## src/rtl/hex_output_port_pkg.sv

```systemverilog
// Shared definitions for the hex output port: bus width, pacing FSM state
// encoding and the active-low seven-segment glyph table.
`timescale 1ns/1ps
package hex_output_port_pkg;

    localparam int BUS_W = 16;

    localparam logic [1:0] ST_IDLE = 2'd0;
    localparam logic [1:0] ST_LOAD = 2'd1;
    localparam logic [1:0] ST_HOLD = 2'd2;

    // Segment order {g,f,e,d,c,b,a}, active-low. Index 15 is leftmost.
    localparam logic [15:0][6:0] SEG_TABLE = {
        7'b0001110,  // F
        7'b0000110,  // E
        7'b0100001,  // d
        7'b1000110,  // C
        7'b0000011,  // b
        7'b0001000,  // A
        7'b0010000,  // 9
        7'b0000000,  // 8
        7'b1111000,  // 7
        7'b0000010,  // 6
        7'b0010010,  // 5
        7'b0011001,  // 4
        7'b0110000,  // 3
        7'b0100100,  // 2
        7'b1111001,  // 1
        7'b1000000   // 0
    };

endpackage

```

## src/rtl/hex_output_port_if.sv

```systemverilog
// Port bus between the CPU (master) and the hex output port (slave).
`timescale 1ns/1ps
interface hex_output_port_if;
    import hex_output_port_pkg::*;

    logic [BUS_W-1:0] data;
    logic             DE;
    logic             DRW;
    logic [BUS_W-1:0] rd_data;
    logic             ack;
    logic             full;

    modport master (
        output data, DE, DRW,
        input  rd_data, ack, full
    );

    modport slave (
        input  data, DE, DRW,
        output rd_data, ack, full
    );

endinterface

```

## src/rtl/hex_output_port_hex_to_7seg.sv

```systemverilog
// One hex nibble to an active-low seven-segment pattern.
`timescale 1ns/1ps
module hex_to_7seg
    import hex_output_port_pkg::*;
(
    input  logic [3:0] nib_i,
    output logic [6:0] seg_o
);

    assign seg_o = SEG_TABLE[nib_i];

endmodule

```

## src/rtl/hex_output_port.sv

```systemverilog
// Output port: buffers CPU writes in a FIFO and paces them onto four hex
// digits and the red LEDs, holding each word for HOLD_CYCLES clocks.
// DEPTH must be a power of two (>= 2); HOLD_CYCLES must be >= 1.
`timescale 1ns/1ps
module hex_output_port
    import hex_output_port_pkg::*;
#(
    parameter int DEPTH       = 4,
    parameter int HOLD_CYCLES = 50000
) (
    input  logic                 CLOCK_50,
    input  logic                 reset_n,
    hex_output_port_if.slave     bus,
    output logic [6:0]           HEX0,
    output logic [6:0]           HEX1,
    output logic [6:0]           HEX2,
    output logic [6:0]           HEX3,
    output logic [9:0]           LEDR
);

    localparam int PTR_W  = $clog2(DEPTH);
    localparam int CNT_W  = PTR_W + 1;
    localparam int HCNT_W = $clog2(HOLD_CYCLES + 1);

    logic [BUS_W-1:0]  mem_q [DEPTH];
    logic [PTR_W-1:0]  wr_ptr_q, wr_ptr_d;
    logic [PTR_W-1:0]  rd_ptr_q, rd_ptr_d;
    logic [CNT_W-1:0]  count_q, count_d;
    logic              full_q, full_d;
    logic              ack_q;
    logic [1:0]        state_q, state_d;
    logic [HCNT_W-1:0] hold_q, hold_d;
    logic [BUS_W-1:0]  disp_q, disp_d;
    logic              push;
    logic              pop;

    // full is the registered flag, so a push during a popping LOAD cycle
    // with a full FIFO is still refused.
    assign push = bus.DE && bus.DRW && !full_q;
    // LOAD is only entered with a non-empty FIFO, so it always pops.
    assign pop  = (state_q == ST_LOAD);

    // FIFO bookkeeping and display register next state
    always_comb begin
        wr_ptr_d = wr_ptr_q + PTR_W'(push);
        rd_ptr_d = rd_ptr_q + PTR_W'(pop);
        count_d  = count_q + CNT_W'(push) - CNT_W'(pop);
        full_d   = (count_d == CNT_W'(DEPTH));
        disp_d   = pop ? mem_q[rd_ptr_q] : disp_q;
    end

    // Pacing FSM: IDLE waits for data, LOAD pops one word, HOLD keeps it up
    always_comb begin
        state_d = state_q;
        hold_d  = hold_q;
        case (state_q)
            ST_IDLE: begin
                if (count_q != '0) state_d = ST_LOAD;
            end
            ST_LOAD: begin
                hold_d  = '0;
                state_d = ST_HOLD;
            end
            ST_HOLD: begin
                hold_d = hold_q + HCNT_W'(1);
                if (hold_q == HCNT_W'(HOLD_CYCLES - 1)) state_d = ST_IDLE;
            end
            default: state_d = ST_IDLE;
        endcase
    end

    // FIFO storage; contents need no reset since count gates every read
    always_ff @(posedge CLOCK_50) begin
        if (push) mem_q[wr_ptr_q] <= bus.data;
    end

    // Control and display state with asynchronous reset
    always_ff @(posedge CLOCK_50 or negedge reset_n) begin
        if (!reset_n) begin
            wr_ptr_q <= '0;
            rd_ptr_q <= '0;
            count_q  <= '0;
            full_q   <= 1'b0;
            ack_q    <= 1'b0;
            state_q  <= ST_IDLE;
            hold_q   <= '0;
            disp_q   <= '0;
        end else begin
            wr_ptr_q <= wr_ptr_d;
            rd_ptr_q <= rd_ptr_d;
            count_q  <= count_d;
            full_q   <= full_d;
            ack_q    <= push;
            state_q  <= state_d;
            hold_q   <= hold_d;
            disp_q   <= disp_d;
        end
    end

    assign bus.rd_data = disp_q;
    assign bus.ack     = ack_q;
    assign bus.full    = full_q;
    assign LEDR        = disp_q[9:0];

    hex_to_7seg u_hex0 (.nib_i(disp_q[3:0]),   .seg_o(HEX0));
    hex_to_7seg u_hex1 (.nib_i(disp_q[7:4]),   .seg_o(HEX1));
    hex_to_7seg u_hex2 (.nib_i(disp_q[11:8]),  .seg_o(HEX2));
    hex_to_7seg u_hex3 (.nib_i(disp_q[15:12]), .seg_o(HEX3));

endmodule

```

## src/flat_wrapper.sv

```systemverilog
// flat-port wrapper written by rule: the top's interface ports become plain ports
module hex_output_port_flat import hex_output_port_pkg::*;
#(
    parameter int DEPTH       = 4,
    parameter int HOLD_CYCLES = 50000
)
  (CLOCK_50, reset_n, HEX0, HEX1, HEX2, HEX3, LEDR, bus_data, bus_DE, bus_DRW, bus_rd_data, bus_ack, bus_full);
  hex_output_port_if bus_i ();
  input  logic CLOCK_50;
  input  logic reset_n;
  output logic [6:0] HEX0;
  output logic [6:0] HEX1;
  output logic [6:0] HEX2;
  output logic [6:0] HEX3;
  output logic [9:0] LEDR;
  input wire logic [$bits(bus_i.data)-1:0] bus_data;
  input wire logic [$bits(bus_i.DE)-1:0] bus_DE;
  input wire logic [$bits(bus_i.DRW)-1:0] bus_DRW;
  output wire logic [$bits(bus_i.rd_data)-1:0] bus_rd_data;
  output wire logic [$bits(bus_i.ack)-1:0] bus_ack;
  output wire logic [$bits(bus_i.full)-1:0] bus_full;
  assign bus_i.data = bus_data;
  assign bus_i.DE = bus_DE;
  assign bus_i.DRW = bus_DRW;
  assign bus_rd_data = bus_i.rd_data;
  assign bus_ack = bus_i.ack;
  assign bus_full = bus_i.full;
  hex_output_port #(.DEPTH(DEPTH), .HOLD_CYCLES(HOLD_CYCLES)) u_core (.CLOCK_50(CLOCK_50), .reset_n(reset_n), .bus(bus_i), .HEX0(HEX0), .HEX1(HEX1), .HEX2(HEX2), .HEX3(HEX3), .LEDR(LEDR));
endmodule
```

## config.mk

```make
export PLATFORM = sky130hd
export DESIGN_NAME = hex_output_port_flat
export DESIGN_NICKNAME = d
export VERILOG_FILES = /design/src/rtl/hex_output_port_pkg.sv /design/src/rtl/hex_output_port_if.sv /design/src/rtl/hex_output_port_hex_to_7seg.sv /design/src/rtl/hex_output_port.sv /design/src/flat_wrapper.sv
export SDC_FILE = /design/constraint.sdc
export NUM_CORES = 1
export LEC_CHECK = 0
export ABC_AREA = 1
export CORE_AREA = 2 2 110 123
export DETAILED_ROUTE_END_ITERATION = 7
export DIE_AREA = 0 0 112 125
export HOLD_SLACK_MARGIN = 0.03
export PLACE_DENSITY = 0.74
export SETUP_SLACK_MARGIN = 0.3
export SYNTH_ARGS = -nofsm -noshare
export SYNTH_HDL_FRONTEND = slang
export SYNTH_HIERARCHICAL = 1
export SYNTH_SLANG_ARGS = --single-unit
```

## constraint.sdc

```tcl
create_clock -name CLOCK_50 -period 6.6 [get_ports CLOCK_50]
set_clock_uncertainty 0.15 [all_clocks]
set_input_delay 1.32 -clock CLOCK_50 [delete_from_list [all_inputs] [get_ports CLOCK_50]]
set_output_delay 1.32 -clock CLOCK_50 [all_outputs]
set_load 0.02 [all_outputs]
```

=== Word-level counts from Yosys, hierarchy flattened ===
Memory sizes are Yosys's and may differ from the RTL's. A register that Yosys moved wholly into a read port is not among the register bits.
Index checks and enable logic that the tools add are counted.

* Logic and storage cells: 45
* Output and inout bits: 56
* Memory bits (writable): 64
* Input bits: 20
* Register bits after elaboration: 27
* Bits in latches: 0
* Memory bits (read-only): 448
* Memories: 5

{| class="wikitable"
|+ Memories
! name !! words !! bits a word !! read ports !! clocked after Yosys merged registers in !! wr ports !! line !! RTL
|-
| (name not given) || 16 || 7 || 1 || 0 || 0 || hex_output_port_hex_to_7seg.sv:10 || <nowiki>assign seg_o = SEG_TABLE[nib_i];</nowiki>
|-
| (name not given) || 16 || 7 || 1 || 0 || 0 || hex_output_port_hex_to_7seg.sv:10 ||
|-
| (name not given) || 16 || 7 || 1 || 0 || 0 || hex_output_port_hex_to_7seg.sv:10 ||
|-
| (name not given) || 16 || 7 || 1 || 0 || 0 || hex_output_port_hex_to_7seg.sv:10 ||
|-
| u_core.mem_q || 4 || 16 || 1 || 1 || 1 || hex_output_port.sv:25 || <nowiki>logic [BUS_W-1:0] mem_q [DEPTH];</nowiki>
|}

* Bitwise gates (word level): 0
* Reductions and logical operators: 8
* Multipliers: 0
* Muxes and demuxes: 10
* Eq/ne operators: 6
* Div/mod/pow operators: 0
* Add/sub/neg operators: 5
* Shifts and indexed selects: 0
* Order comparisons: 4

{| class="wikitable"
|+ Operator list
! operator !! count
|-
| $pmux W16 S2 || 1
|-
| $mux W7 || 4
|-
| $lt A4 B5 Y1 const B || 4
|-
| $add A16 B1 Y16 const B || 1
|-
| $eq A16 B16 Y1 const B || 1
|-
| $pmux W2 S3 || 1
|-
| $add A2 B1 Y2 || 2
|-
| $mux W2 || 2
|-
| $ne A2 B1 Y1 const B || 2
|-
| $add A3 B1 Y3 || 1
|-
| $eq A3 B3 Y1 const B || 1
|-
| $reduce_bool A3 Y1 || 1
|-
| $sub A3 B1 Y3 || 1
|-
| $eq A2 B1 Y1 const B || 1
|-
| $eq A2 B2 Y1 const B || 1
|-
| $logic_and A1 B1 Y1 || 2
|-
| $logic_not A1 Y1 || 2
|-
| $logic_not A2 Y1 || 1
|-
| $mux W1 || 2
|-
| $reduce_and A2 Y1 || 1
|-
| $reduce_bool A2 Y1 || 1
|}

=== Longest topological paths before layout ===
* Depth in word-level cells: 5
* Depth in mapped cells: 11
* Mapped depth without buffers: 10

=== By module ===
The synthesis kept the hierarchy.

{| class="wikitable"
|+ By module, submodules not included
! module !! area an instance (um2) !! sequential area each (um2) !! cells an instance !! times used
|-
| hex_output_port || 4514.3 || 2997.9 || 418 || 1
|-
| hex_to_7seg || 274.0 || 0.0 || 49 || 4
|}

=== Worst setup path after synthesis ===
Ideal clock, no wire load.

* Kind: input to register
* Start: input port bus_DE
* End: memory u_core.mem_q[0][0], enable pin
* Slack: 3225 ps
* Library setup time: 409 ps
* Stages on the path: 4
* Required time: 6041 ps
* Arrival: 2816 ps
* Path buffers: 0
* Cells stage by stage: nand2_1 > nor2_1 > inv_1 > nor3_1

* Word-level cells in the longest chain between the ends: 4

{| class="wikitable"
|+ RTL lines
! what !! line !! RTL
|-
| start: declaration || flat_wrapper.sv:17 || <nowiki>input wire logic [$bits(bus_i.DE)-1:0] bus_DE;</nowiki>
|-
| $logic_and A1 B1 Y1 (2 in series) || hex_output_port.sv:39 || <nowiki>assign push = bus.DE && bus.DRW && !full_q;</nowiki>
|-
| net u_core.push || hex_output_port.sv:34 || <nowiki>logic push;</nowiki>
|-
| $mux W1 || hex_output_port.sv:74 || <nowiki>if (push) mem_q[wr_ptr_q] <= bus.data;</nowiki>
|-
| $mux W1 (implied by the code) || hex_output_port.sv:74 ||
|-
| end: declaration || hex_output_port.sv:25 ||
|}

The timed path passes the listed nets, and every way through them passes these cells.

=== Worst setup path after layout ===
* Start: register u_core.disp_q[4], in the netlist u_core/bus.rd_data[4], read port of u_core.mem_q
* End: output port HEX1[3]

* Word-level cells in the longest chain between the ends: 2

{| class="wikitable"
|+ RTL lines
! what !! line !! RTL
|-
| start: declaration || hex_output_port.sv:33 || <nowiki>logic [BUS_W-1:0] disp_q, disp_d;</nowiki>
|-
| $mem_v2 Z16 W7 || -- ||
|-
| $mux W7 (implied by the code) || hex_output_port_hex_to_7seg.sv:10 ||
|-
| end: declaration || flat_wrapper.sv:12 || <nowiki>output logic [6:0] HEX1;</nowiki>
|}

No other way between the ends. The select of a mux whose other input is x is not followed.

==> impl.org <==
** Run status
- The run finished with clean final reports.

** Route
- The final layout contains routed wiring with a total length of 11.7 mm.
- Dividing the detail-routed via count by the number of cells gives 5.00.
- Average wire per standard cell :: 14.0 um
- DRC violation count after routing :: 0
- Initial drt markers :: 426
- The first detailed-routing pass took 5 iterations.
- Count of nets left with antenna violations after detail routing :: 0
- Total vias in the final route :: approximately 4.2k

** Floorplan
- In this run the horizontal extent of the chip is around 110 um.
- The die is 125 um tall.
- Placement Rows :: 44
- Core region area :: 12900 um2
- Effective utilization at floorplan :: 0.436
- For this design the top-level I/O count stands at between 70 and 80.
- The die covers 14000 um2.

** Critical path
- Setup slack, reg-to-reg :: 4240 ps
- Signal arrival time at the worst endpoint :: around 2200 ps
- Together, buffers and inverters on the worst path number 2.
- In this run the critical register-to-register path is launched from u_core/bus.full.
- Crit path depth :: 6
- Largest stage delay on the critical path :: 600 ps
- The worst setup path is captured at a primary output.
- The worst setup path is of the flop to primary output kind.
- Slowest cell on the critical path :: sky130_fd_sc_hd__clkdlybuf4s50_1
- Crit path max-delay family :: buffers and inverters
- The worst register-to-register path ends at u_core/mem_q[1][15].
- Register-to-Register Path Depth :: 4
- CP Launch Type :: flop
- Most numerous cell on the critical path :: sky130_fd_sc_hd__nand2_1
- Series of cell instances along the critical path :: inv_1 -> ha_1 -> nand2_1 -> nand3_1 -> nand2_1 -> clkdlybuf4s50_1
- Peak fanout along the critical path :: 8
- At the worst endpoint, the required time is approximately 5000 ps.

** Finish
- After filler insertion, the fill cell instance count of the layout stands at 1139.
- Leaving out fill and tap cells, the most frequent cell in the layout is sky130_fd_sc_hd__nand2_1.
- NumNets Final :: 729
- Fraction of final layout cells sized beyond drive strength 1 :: 0.0724
- Commonest non-fill, non-tap cells in the layout :: 125 x sky130_fd_sc_hd__nand2_1, 111 x sky130_fd_sc_hd__nor2_1, 74 x sky130_fd_sc_hd__clkdlybuf4s50_1
- Final core utilization :: 0.523
- Number of diodes :: 0
- From synthesis to final layout, the design area changed by 20.0%.
- Excluding fillers, the count of instances in the completed layout stands at 838.

** Synth
- Sequential element share of the synthesized area :: 0.534
- The compound-gate portion of the synthesized area is 0.0725.
- Yosys printed 6 warnings.
- Synth top area share :: 0.343
- The synthesized netlist occupies a cell area of around 5600 um2.
- By area, the combinational part of the netlist is dominated by simple AND/OR/NAND/NOR gates.
- Synthesis produced a netlist with a net count of roughly 670.
- Post-synthesis share of cell area spent on and, or, nand and nor gates :: 0.223
- The synthesized netlist contains 30 unique library cells.
- Multiplexer share of the synthesized area :: 0
- The biggest area contributor in the post-synthesis netlist is sky130_fd_sc_hd__edfxtp_1.
- After technology mapping, the gate count stands at 614.
- Yosys reg bits :: 107
- Ranked by total cell area, the synthesized netlist is headed by sky130_fd_sc_hd__edfxtp_1 34%, sky130_fd_sc_hd__dfrtp_1 19%, sky130_fd_sc_hd__nand2_1 8.4%.
- Of the total synthesized cell area, the portion taken by full adders, half adders and majority gates is 0.0839.
- Xor and xnor fraction of the mapped netlist area :: 0.00937
- Post-synthesis average cell area :: 9.14 um2

** Clocking
- For this design, the CTS-stage hold fixing added 0 buffers.
- Gates resized during post-CTS repair numbered 0.
- Clock tree from TritonCTS :: done
- CTS root buf :: sky130_fd_sc_hd__clkbuf_16
- Setup Buffers After CTS :: 0
- After clock tree synthesis, the clock-pin slew on the worst setup and hold paths is 70 ps.
- The number of clock buffers added by TritonCTS is 9.
- Insertion delay of the later-clocked pin in the worst-skew pair :: ~350 ps
- CTS built an H-tree with a depth of 3.
- The clock passes through at most 2 buffers.
- The clock net in this run drives a total of 107 sinks.

** STA
- Setup ws final :: roughly 2900 ps
- Of the available clock period, the critical path in the final layout requires 0.557.
- RSZ-0062 raised after global routing :: false
- For this run, the top clock speed supported by timing is 0.272 GHz.
- Measured slew at the worst slew-check pin :: approximately 960 ps
- Total setup violations reported at the end of the flow :: 0
- The max-slew violation count is 0.
- Setup TNS :: 0 ps
- The worst path in the final design needs a cycle of 3680 ps, including I/O delays and setup.
- Headroom to the max-slew limit came out at 0.361.
- The number of hold violations in the final report was 0.

** Power
- The design draws 1.60 mW.
- For this design the static power due to leakage is 2.93 nW.
- In this run the power density over the cells is 237 nW/um2.
- Max rail drop VDD :: 0.137 mV

** Global routing
- Global route overflow :: 0
- For met3 alone, demand over resource in global routing was 0.0267.
- Grt peak-use layer :: met2
- Pin count of the biggest net entering global routing :: between 40 and 50
- Wire length of the first global-routing pass :: 19.6 mm
- In the global route stage, met2 resource usage came out at 0.285.
- For this run, global-route usage on met1 was measured as 0.235.
- Number of antenna violations at the first check in global routing :: 0
- The number of global-route vias before repair came to roughly 4k.
- In the global route stage, overall resource usage came out at 0.174.

** Min path
- Hold Path Depth :: 2
- Worst Hold Endpoint :: u_core/state_q[1]
- The min-delay analysis places its worst path in the category flop to flop.
- Hold Path Origin :: u_core/state_q[1]

** Placed design
- Count of buffers from port buffering :: between 70 and 80
- Final weighted congestion in routability-driven placement :: 0.777
- Half-perimeter wire length after placement :: 8.33 mm
- Timing analysis after detailed placement gives a worst setup slack of 2820 ps.
- Inst Count DP :: between 800 and 900

** Job
- Max-cap violations in this run came to 0.
area by class of cell:
class                      instances  area (um2)  share of cell area
sequential                       107        3000               0.445
tap                              161         201              0.0299
clock buffer                       9         225              0.0335
multi-input combinational        418        2200               0.327
inverter                          55         209              0.0310
clock inverter                     7         105              0.0156
timing repair buffer              81         791               0.117
power breakdown:
part	total, mW	internal [mW]	switching (mW)
Clock	0.586	0.339	0.247
Sequential	0.812	0.775	0.0374
Combinational	0.201	0.0814	0.119
state kept, by name (all words and copies together) (netlist names):
| signal | flops |
|---|---|
| u_core/rd_ptr_q | 2 |
| u_core/bus.full | 1 |
| u_core/hold_q | 16 |
| u_core/count_q | 3 |
| u_core/bus.rd_data | 16 |
| u_core/bus.ack | 1 |
| u_core/wr_ptr_q | 2 |
| u_core/state_q | 2 |
| u_core/mem_q | 64 |
worst max path at each step:
stage	endpoint	startpoint	slack [ps]
floorplan	u_core/mem_q[0][0]	bus_DE	3230
global placement	u_core/mem_q[1][9]	bus_DE	2900
detailed placement	u_core/mem_q[1][5]	bus_DE	2820
CTS	HEX1[3]	u_core/bus.rd_data[4]	2900
global route	HEX1[3]	u_core/bus.rd_data[4]	2790
finish	HEX1[3]	u_core/bus.rd_data[4]	2920
cells by family after synthesis:
logic type,after synthesis
simple gates,302
flops,107
buf+inv,89
compound gates,73
fa+ha+maj,37
xor+xnor,6
cell usage after synthesis:
library cell,instances
sky130_fd_sc_hd__inv_4,1
sky130_fd_sc_hd__a211oi_1,1
sky130_fd_sc_hd__edfxtp_1,64
sky130_fd_sc_hd__nor2_2,2
sky130_fd_sc_hd__nand2_1,125
sky130_fd_sc_hd__nand3_1,49
sky130_fd_sc_hd__o21ai_2,4
sky130_fd_sc_hd__ha_1,36
sky130_fd_sc_hd__nor3_1,6
sky130_fd_sc_hd__o21ai_1,10
sky130_fd_sc_hd__nor2_8,1
sky130_fd_sc_hd__buf_1,1
sky130_fd_sc_hd__o21ai_0,35
sky130_fd_sc_hd__buf_4,11
sky130_fd_sc_hd__nor2_4,2
sky130_fd_sc_hd__clkbuf_1,6
sky130_fd_sc_hd__buf_2,11
sky130_fd_sc_hd__a31oi_1,16
sky130_fd_sc_hd__o221ai_1,1
sky130_fd_sc_hd__xnor2_1,1
sky130_fd_sc_hd__dfrtp_1,43
sky130_fd_sc_hd__inv_1,46
sky130_fd_sc_hd__nand2_2,4
sky130_fd_sc_hd__nor2_1,111
sky130_fd_sc_hd__inv_2,8
sky130_fd_sc_hd__fa_1,1
sky130_fd_sc_hd__buf_6,5
sky130_fd_sc_hd__nand4_1,2
sky130_fd_sc_hd__xor2_1,5
sky130_fd_sc_hd__a21oi_1,6
layer usage:
metal  routed length, um  vias up  share of wire
met5                   0        -              0
met4                 189        0          0.016
met3                 473       12          0.040
met2                5610       98           0.48
met1                5460     1963           0.47
li1                    -     2118              -
through the flow:
stage / area, um2 / hold WS [ps]
after detailed placement: 6400 / 361
after global routing: 6730 / 399
after floorplan: 5610 / 317
after global placement: 6400 / 334
after CTS: 6730 / 375
final: 6730 / 370
worst min-delay path: cells and delay by family (launching register included):
| family | cells | cell delay [ps] |
|---|---|---|
| flops | 1 | 370 |
| simple gates | 2 | 120 |
(Power assumes the default switching activity.)
